## config.mk

```make
export PLATFORM = sky130hd
export DESIGN_NAME = ram_port_arbiter_flat
export DESIGN_NICKNAME = d
export VERILOG_FILES = /design/src/rtl/ram_port_arbiter_pkg.sv /design/src/rtl/ram_port_arbiter_if.sv /design/src/rtl/ram_port_arbiter_pick.sv /design/src/rtl/ram_port_arbiter.sv /design/src/flat_wrapper.sv
export SDC_FILE = /design/constraint.sdc
export NUM_CORES = 1
export LEC_CHECK = 0
export CAP_MARGIN = 0
export CORE_MARGIN = 10
export CORE_UTILIZATION = 40
export DETAILED_ROUTE_END_ITERATION = 10
export PLACE_DENSITY_LB_ADDON = 0.2
export SLEW_MARGIN = 0
export SYNTH_ARGS = -nofsm -noshare
export SYNTH_HDL_FRONTEND = slang
export SYNTH_SLANG_ARGS = --single-unit
```

## constraint.sdc

```tcl
create_clock -name clk -period 1.97 [get_ports clk]
set_input_delay 0.2955 -clock clk [delete_from_list [all_inputs] [get_ports clk]]
set_output_delay 0.2955 -clock clk [all_outputs]
set_load 0.03 [all_outputs]
```

## src/rtl/ram_port_arbiter_pkg.sv

```systemverilog
// Shared constants and types for the RAM_B two-port arbiter.
// Port indices, default geometry and port-select helpers.
package ram_port_arbiter_pkg;

  localparam int unsigned RD_PORT       = 0;
  localparam int unsigned WR_PORT       = 1;
  localparam int unsigned DEF_ADDR_W    = 10;
  localparam int unsigned DEF_DATA_W    = 32;
  localparam int unsigned DEF_MAX_BURST = 4;

  typedef enum logic {
    PORT_RD = 1'b0,
    PORT_WR = 1'b1
  } port_e;

  function automatic port_e other_port(input port_e p);
    return (p == PORT_RD) ? PORT_WR : PORT_RD;
  endfunction

  function automatic logic [1:0] port_onehot(input port_e p);
    return (p == PORT_WR) ? 2'b10 : 2'b01;
  endfunction

endpackage

```

## src/rtl/ram_port_arbiter_if.sv

```systemverilog
// Requester-side bundle of the RAM_B arbiter: beat handshake plus read return.
// master = datapath requesters, slave = arbiter.
interface ram_port_arbiter_if
  import ram_port_arbiter_pkg::*;
#(
  parameter int unsigned ADDR_W = DEF_ADDR_W,
  parameter int unsigned DATA_W = DEF_DATA_W
);
  logic [1:0]          req;
  logic [1:0]          we;
  logic [2*ADDR_W-1:0] addr;
  logic [2*DATA_W-1:0] wdata;
  logic [1:0]          gnt;
  logic [1:0]          rvalid;
  logic [DATA_W-1:0]   rdata;
  logic                busy;

  modport master (
    output req, we, addr, wdata,
    input  gnt, rvalid, rdata, busy
  );

  modport slave (
    input  req, we, addr, wdata,
    output gnt, rvalid, rdata, busy
  );
endinterface

```

## src/rtl/ram_port_arbiter_pick.sv

```systemverilog
// Combinational 2-way picker: request vector, burst owner/count and
// last winner in, one-hot grant and idle-tie flag out.
module ram_arb_pick
  import ram_port_arbiter_pkg::*;
#(
  parameter int unsigned MAX_BURST = DEF_MAX_BURST,
  parameter int unsigned CNT_W     = $clog2(MAX_BURST + 1)
) (
  input  logic [1:0]       req,
  input  port_e            owner,
  input  logic [CNT_W-1:0] count,
  input  port_e            last_winner,
  input  logic             beat_q,
  output logic [1:0]       gnt,
  output logic             tie
);

  logic own_req;
  logic oth_req;

  assign own_req = (owner == PORT_WR) ? req[WR_PORT] : req[RD_PORT];
  assign oth_req = (owner == PORT_WR) ? req[RD_PORT] : req[WR_PORT];

  always_comb begin
    gnt = '0;
    tie = ~beat_q & req[RD_PORT] & req[WR_PORT];
    if (tie) begin
      gnt = port_onehot(other_port(last_winner));
    end else if (own_req && ((count < CNT_W'(MAX_BURST)) || !oth_req)) begin
      gnt = port_onehot(owner);
    end else if (oth_req) begin
      gnt = port_onehot(other_port(owner));
    end
  end

endmodule

```

## src/rtl/ram_port_arbiter.sv

```systemverilog
// Arbitrates RAM_B between the reader (port 0) and writer (port 1), registers
// the RAM command and routes read data back. RAM_ARB_RR_EN: round-robin idle tie.
module ram_port_arbiter
  import ram_port_arbiter_pkg::*;
#(
  parameter int unsigned ADDR_W    = DEF_ADDR_W,
  parameter int unsigned DATA_W    = DEF_DATA_W,
  parameter int unsigned MAX_BURST = DEF_MAX_BURST
) (
  input  logic                 clk,
  input  logic                 RSTN,
  ram_port_arbiter_if.slave    bus,
  output logic                 ram_we,
  output logic [ADDR_W-1:0]    ram_addr,
  output logic [DATA_W-1:0]    ram_din,
  input  logic [DATA_W-1:0]    ram_dout
);

  localparam int unsigned CNT_W = $clog2(MAX_BURST + 1);

  port_e             owner_q;
  port_e             last_winner;
  port_e             win;
  port_e             cmd_port_q;
  logic [CNT_W-1:0]  count_q;
  logic              beat_q;
  logic              beat;
  logic              tie;
  logic [1:0]        gnt_pick;
  logic [1:0]        gnt;
  logic              sel_we;
  logic [ADDR_W-1:0] sel_addr;
  logic [DATA_W-1:0] sel_wdata;
  logic              cmd_valid_q;
  logic              cmd_rd_q;
  logic [1:0]        rvalid_q;
  logic [DATA_W-1:0] rdata_q;

  ram_arb_pick #(
    .MAX_BURST (MAX_BURST),
    .CNT_W     (CNT_W)
  ) u_pick (
    .req         (bus.req),
    .owner       (owner_q),
    .count       (count_q),
    .last_winner (last_winner),
    .beat_q      (beat_q),
    .gnt         (gnt_pick),
    .tie         (tie)
  );

  // Grant is combinational, so it is gated by reset to read 0 while RSTN is low.
  assign gnt  = gnt_pick & {2{RSTN}};
  assign beat = |gnt;
  assign win  = gnt[WR_PORT] ? PORT_WR : PORT_RD;

  assign sel_we    = (win == PORT_WR) ? bus.we[WR_PORT] : bus.we[RD_PORT];
  assign sel_addr  = (win == PORT_WR) ? bus.addr[2*ADDR_W-1:ADDR_W]  : bus.addr[ADDR_W-1:0];
  assign sel_wdata = (win == PORT_WR) ? bus.wdata[2*DATA_W-1:DATA_W] : bus.wdata[DATA_W-1:0];

`ifdef RAM_ARB_RR_EN
  always_ff @(posedge clk or negedge RSTN) begin
    if (!RSTN) begin
      last_winner <= PORT_WR;
    end else if (beat) begin
      last_winner <= win;
    end
  end
`else
  assign last_winner = PORT_WR;
`endif

  // An idle-tie win starts a fresh burst even when the previous owner wins it.
  always_ff @(posedge clk or negedge RSTN) begin
    if (!RSTN) begin
      owner_q <= PORT_RD;
      count_q <= '0;
      beat_q  <= 1'b0;
    end else begin
      beat_q <= beat;
      if (beat) begin
        owner_q <= win;
        if (tie || (win != owner_q)) begin
          count_q <= CNT_W'(1);
        end else if (count_q != CNT_W'(MAX_BURST)) begin
          count_q <= count_q + 1'b1;
        end
      end
    end
  end

  always_ff @(posedge clk or negedge RSTN) begin
    if (!RSTN) begin
      cmd_valid_q <= 1'b0;
      cmd_rd_q    <= 1'b0;
      cmd_port_q  <= PORT_RD;
      ram_we      <= 1'b0;
      ram_addr    <= '0;
      ram_din     <= '0;
      rvalid_q    <= '0;
      rdata_q     <= '0;
    end else begin
      cmd_valid_q <= beat;
      cmd_rd_q    <= beat & ~sel_we;
      cmd_port_q  <= win;
      ram_we      <= beat & sel_we;
      if (beat) begin
        ram_addr <= sel_addr;
        ram_din  <= sel_wdata;
      end
      rvalid_q <= '0;
      if (cmd_rd_q) begin
        rvalid_q <= port_onehot(cmd_port_q);
        rdata_q  <= ram_dout;
      end
    end
  end

  assign bus.gnt    = gnt;
  assign bus.rvalid = rvalid_q;
  assign bus.rdata  = rdata_q;
  assign bus.busy   = cmd_valid_q | (|rvalid_q);

endmodule

```

## src/flat_wrapper.sv

```systemverilog
// flat-port wrapper written by rule: the top's interface ports become plain ports
module ram_port_arbiter_flat import ram_port_arbiter_pkg::*;
#(
  parameter int unsigned ADDR_W    = DEF_ADDR_W,
  parameter int unsigned DATA_W    = DEF_DATA_W,
  parameter int unsigned MAX_BURST = DEF_MAX_BURST
)
  (clk, RSTN, ram_we, ram_addr, ram_din, ram_dout, bus_req, bus_we, bus_addr, bus_wdata, bus_gnt, bus_rvalid, bus_rdata, bus_busy);
  ram_port_arbiter_if #(.ADDR_W(ADDR_W), .DATA_W(DATA_W)) bus_i ();
  input  logic clk;
  input  logic RSTN;
  output logic ram_we;
  output logic [ADDR_W-1:0] ram_addr;
  output logic [DATA_W-1:0] ram_din;
  input  logic [DATA_W-1:0] ram_dout;
  input wire logic [$bits(bus_i.req)-1:0] bus_req;
  input wire logic [$bits(bus_i.we)-1:0] bus_we;
  input wire logic [$bits(bus_i.addr)-1:0] bus_addr;
  input wire logic [$bits(bus_i.wdata)-1:0] bus_wdata;
  output wire logic [$bits(bus_i.gnt)-1:0] bus_gnt;
  output wire logic [$bits(bus_i.rvalid)-1:0] bus_rvalid;
  output wire logic [$bits(bus_i.rdata)-1:0] bus_rdata;
  output wire logic [$bits(bus_i.busy)-1:0] bus_busy;
  assign bus_i.req = bus_req;
  assign bus_i.we = bus_we;
  assign bus_i.addr = bus_addr;
  assign bus_i.wdata = bus_wdata;
  assign bus_gnt = bus_i.gnt;
  assign bus_rvalid = bus_i.rvalid;
  assign bus_rdata = bus_i.rdata;
  assign bus_busy = bus_i.busy;
  ram_port_arbiter #(.ADDR_W(ADDR_W), .DATA_W(DATA_W), .MAX_BURST(MAX_BURST)) u_core (.clk(clk), .RSTN(RSTN), .bus(bus_i), .ram_we(ram_we), .ram_addr(ram_addr), .ram_din(ram_din), .ram_dout(ram_dout));
endmodule
```

==> results of run 1 <==
## registers in the layout, indices dropped and copies added, names as in the netlist
name               count
u_core.bus.rdata      32
u_core.ram_din        32
u_core.ram_addr       10
u_core.count_q         3
u_core.bus.rvalid      2
u_core.beat_q          1
u_core.cmd_port_q      1
u_core.cmd_rd_q        1
u_core.owner_q         1
u_core.ram_we          1
## kinds of logic after synthesis
family                   synth area share, %
buffers and inverters                   5.09
adder cells (fa/ha/maj)                0.640
flip-flops                              53.7
AO/OA/AOI/OAI                           20.7
XOR/XNOR                               0.224
AND/OR/NAND/NOR                         9.89
multiplexers                            9.73
## Yosys cell counts
| master | n | area, um^2 |
|---|---|---|
| sky130_fd_sc_hd__a21oi_1 | 8 | 40.0 |
| sky130_fd_sc_hd__a311o_1 | 1 | 10.0 |
| sky130_fd_sc_hd__inv_2 | 1 | 3.75 |
| sky130_fd_sc_hd__o21ai_1 | 1 | 5.00 |
| sky130_fd_sc_hd__or3_1 | 1 | 6.26 |
| sky130_fd_sc_hd__nor2b_1 | 1 | 6.26 |
| sky130_fd_sc_hd__a31o_1 | 1 | 8.76 |
| sky130_fd_sc_hd__and4bb_1 | 1 | 12.5 |
| sky130_fd_sc_hd__mux2_2 | 32 | 360 |
| sky130_fd_sc_hd__a21bo_1 | 1 | 10.0 |
| sky130_fd_sc_hd__mux2i_1 | 2 | 20.0 |
| sky130_fd_sc_hd__a31oi_1 | 1 | 6.26 |
| sky130_fd_sc_hd__buf_2 | 11 | 55.1 |
| sky130_fd_sc_hd__buf_12 | 4 | 80.1 |
| sky130_fd_sc_hd__o21ai_2 | 1 | 8.76 |
| sky130_fd_sc_hd__inv_1 | 4 | 15.0 |
| sky130_fd_sc_hd__inv_8 | 1 | 11.3 |
| sky130_fd_sc_hd__and3b_1 | 1 | 8.76 |
| sky130_fd_sc_hd__dfrtp_1 | 84 | 2100 |
| sky130_fd_sc_hd__nor2_1 | 44 | 165 |
| sky130_fd_sc_hd__buf_4 | 2 | 15.0 |
| sky130_fd_sc_hd__o21ai_0 | 1 | 5.00 |
| sky130_fd_sc_hd__and2_1 | 2 | 12.5 |
| sky130_fd_sc_hd__a21boi_0 | 1 | 7.51 |
| sky130_fd_sc_hd__a21oi_4 | 1 | 16.3 |
| sky130_fd_sc_hd__a22o_1 | 1 | 8.76 |
| sky130_fd_sc_hd__and3_1 | 1 | 6.26 |
| sky130_fd_sc_hd__a21oi_2 | 78 | 683 |
| sky130_fd_sc_hd__nand2_1 | 45 | 169 |
| sky130_fd_sc_hd__clkbuf_1 | 5 | 18.8 |
| sky130_fd_sc_hd__xor2_1 | 1 | 8.76 |
| sky130_fd_sc_hd__ha_1 | 2 | 25.0 |
## routing by layer
layer	share of wire [%]	wire, um	vias up	global-route usage [%]
met5	0	0	-	0
met4	1.4	173	0	4.81
met3	5.8	705	12	5.34
met2	55	6650	102	31.9
met1	38	4570	1573	17.2
li1	-	-	1565	-
## area by class of cell
type                       count  area, um^2
inverter                       6        30.0
multi-input combinational    229        1620
tap                          133         166
sequential                    84        2100
timing repair buffer         218        2220
clock inverter                 6        63.8
clock buffer                  10         138
fill                         824        3300
## stage by stage
| step | utilization [%] | cells | power, mW | hold slack (ns) |
|---|---|---|---|---|
| floorplan | - | 341 | 3.54 | -0.0000911 |
| global placement | 63.5 | 668 | 4.59 | 0.126 |
| detailed placement | 63.5 | 668 | 4.67 | 0.122 |
| CTS | 65.8 | 686 | 5.93 | 0.174 |
| global route | 65.8 | 686 | 6.15 | 0.215 |
| finish | 65.8 | 686 | 5.85 | 0.153 |
## worst max path at each step
stage / start / endpoint / slack, ns
after floorplan: u_core.count_q[2] / bus_gnt[1] / 0.43
after global placement: bus_req[0] / u_core.ram_addr[6] / 0.09
after detailed placement: bus_req[0] / u_core.ram_addr[0] / 0.06
final: RSTN / u_core.count_q[0] / 0.11
after CTS: u_core.count_q[2] / bus_gnt[0] / 0.09
after global routing: RSTN / u_core.count_q[0] / 0.01
## what timing repair did
item | CTS | global route
hold buffers | 2 | 0
setup endpoints to repair | 1 | 0
resized for setup | 1 | 0
hold endpoints to repair | 4 | 0
## power by group through the flow
stage | Combinational [mW] | Sequential (mW) | Clock (mW)
floorplan | 0.707 | 2.84 | 0
global placement | 2.35 | 2.24 | 0
detailed placement | 2.40 | 2.27 | 0
CTS | 2.41 | 2.24 | 1.29
global route | 2.51 | 2.28 | 1.36
finish | 2.37 | 2.23 | 1.25
==> summary.txt, run 1 <==
Final setup violation count = 0
Total number of placement rows = 36
Final number of max-transition violations = 0
Remaining global-route overflow = 0
RSZ-0062 raised after global routing = no
Number of buffers inserted during clock tree synthesis = 9
Iteration-0 DRC count of the detailed router = 113
Antenna violations before repair = 0
Routed Wire Length = 12100 um
Nets = 672
Total stage count of the critical path = 7
Clock tree root buffer cell = sky130_fd_sc_hd__clkbuf_8
RD Place Congestion = 0.765
Horizontal die dimension = 119 um
Sum of net half-perimeters after detailed placement = 9510 um
ANT cells = 0
Chip Height = 119 um
Total power density per cell area = 922 nW/um^2
DRC = 0
Cells after synthesis = 341
Largest net degree at the start of global routing = 60
Startpoint of the lowest-slack register-to-register path = u_core.beat_q
Gate family responsible for the most delay along the worst path = buffers and inverters
Fraction of the yosys area taken by sequential cells = 53.7%
Area Overhead vs Synth = 62.1%
CP max stage delay = 0.58 ns
Number of I/O pins = 202
Post-Place Worst Slack = 0.0556 ns
Reg-to-Reg End = u_core.ram_addr[0]
Skew-Pair Late Insertion Delay = 0.36 ns
Routed wire per std cell = 17.6 um
Fraction of layout instances using a drive strength above 1 = 26.8%
Max-cap violation count = 0
Mean instance size in the synthesized netlist = 11.5 um^2
Final period util = 94.4%
Least setup slack across all paths after layout = 0.111 ns
Category of the most critical setup path = primary input to flip-flop
CP dominant cell by count = sky130_fd_sc_hd__buf_4
Critical path required time = 2.20 ns
GRT Total Usage = 16.8%
Final hold viol count = 0
Max Freq = 538 MHz
Area after DPL = 6120 um^2
Clock sink count = 84
Status = completed
Syn Std Cell Area = 3910 um^2
Library cell contributing the largest single delay on the critical path = sky130_fd_sc_hd__dlygate4sd3_1
Fraction of power spent switching nets = 35.7%
CP cell instances = buf_4 > dlygate4sd3_1 > buf_4 > a21boi_0 > a311o_1 > o21ai_1 > mux2i_1
TritonCTS clock tree = done
Number of cells on the worst reg-to-reg path = 5
Bufs on Longest Clock Path = 2
Wire length of the first global-routing pass = 19100 um
VDD IR max = 0.449 mV
Worst Path Buf+Inv = 3
Setup total negative slack = 0 ns
Count of cell types in the netlist = 32
Summed area of non-filler cells in the final layout = 6340 um^2
Internal portion of total power = 3.76 mW
R2R setup slack = 0.38 ns
Top library cells by usage in the layout, fill and taps aside = sky130_fd_sc_hd__clkdlybuf4s50_1, sky130_fd_sc_hd__dfrtp_1, sky130_fd_sc_hd__a21oi_2
Most common cell after layout, fill and taps aside = sky130_fd_sc_hd__clkdlybuf4s50_1
Combinational share of power = 40.5%
Classification of the worst-slack hold path = primary input to async pin
Count of vias placed by the detailed router = 3252
Number of search-and-repair iterations in the first detailed-routing pass = 4
Worst slew slack as a fraction of its limit = 50.4%
# H-tree levels = 3
I/O Buffers = 201
Number of nets with antenna violations after routing = 0
Final worst path period need = 1.86 ns
Max Fanout on Critical Path = 23
Transition time at the pin with the least slew margin = 0.745 ns
Count of synthesis-stage warnings from yosys = 0
Net Count, Synth = 465
Core area = 9640 um^2
Flip-flop and latch count after synthesis = 84
Die Footprint = 14100 um^2
Type of element capturing the critical path = flip-flop
Portion of total power attributed to sequential cells = 38.1%
Leakage power total = 2.60 nW
Clock network fraction of design power = 21.4%
Number of global-route vias before repair = 3637
Worst Clk Skew = 0.00936 ns
Starting density of the core = 40.6%
Post-CTS clock slew at the launch and capture registers of the worst setup and hold paths = 0.09 ns
Power dissipated by switching net loads = 2.09 mW
Critical path launch point type = primary input
Arrival time of the worst setup path = 2.09 ns
Buffers inserted by post-CTS timing repair = 0
Avg Vias per Cell = 4.74
Note: power is estimated with default switching activity, not from simulation.
==> inputs of run 2 (changes only) <==
CTS_CLUSTER_SIZE = 8   (was unset)
==> results of run 2 <==
Same layout as run 1: the final DEF is identical, and so are final timing and power.
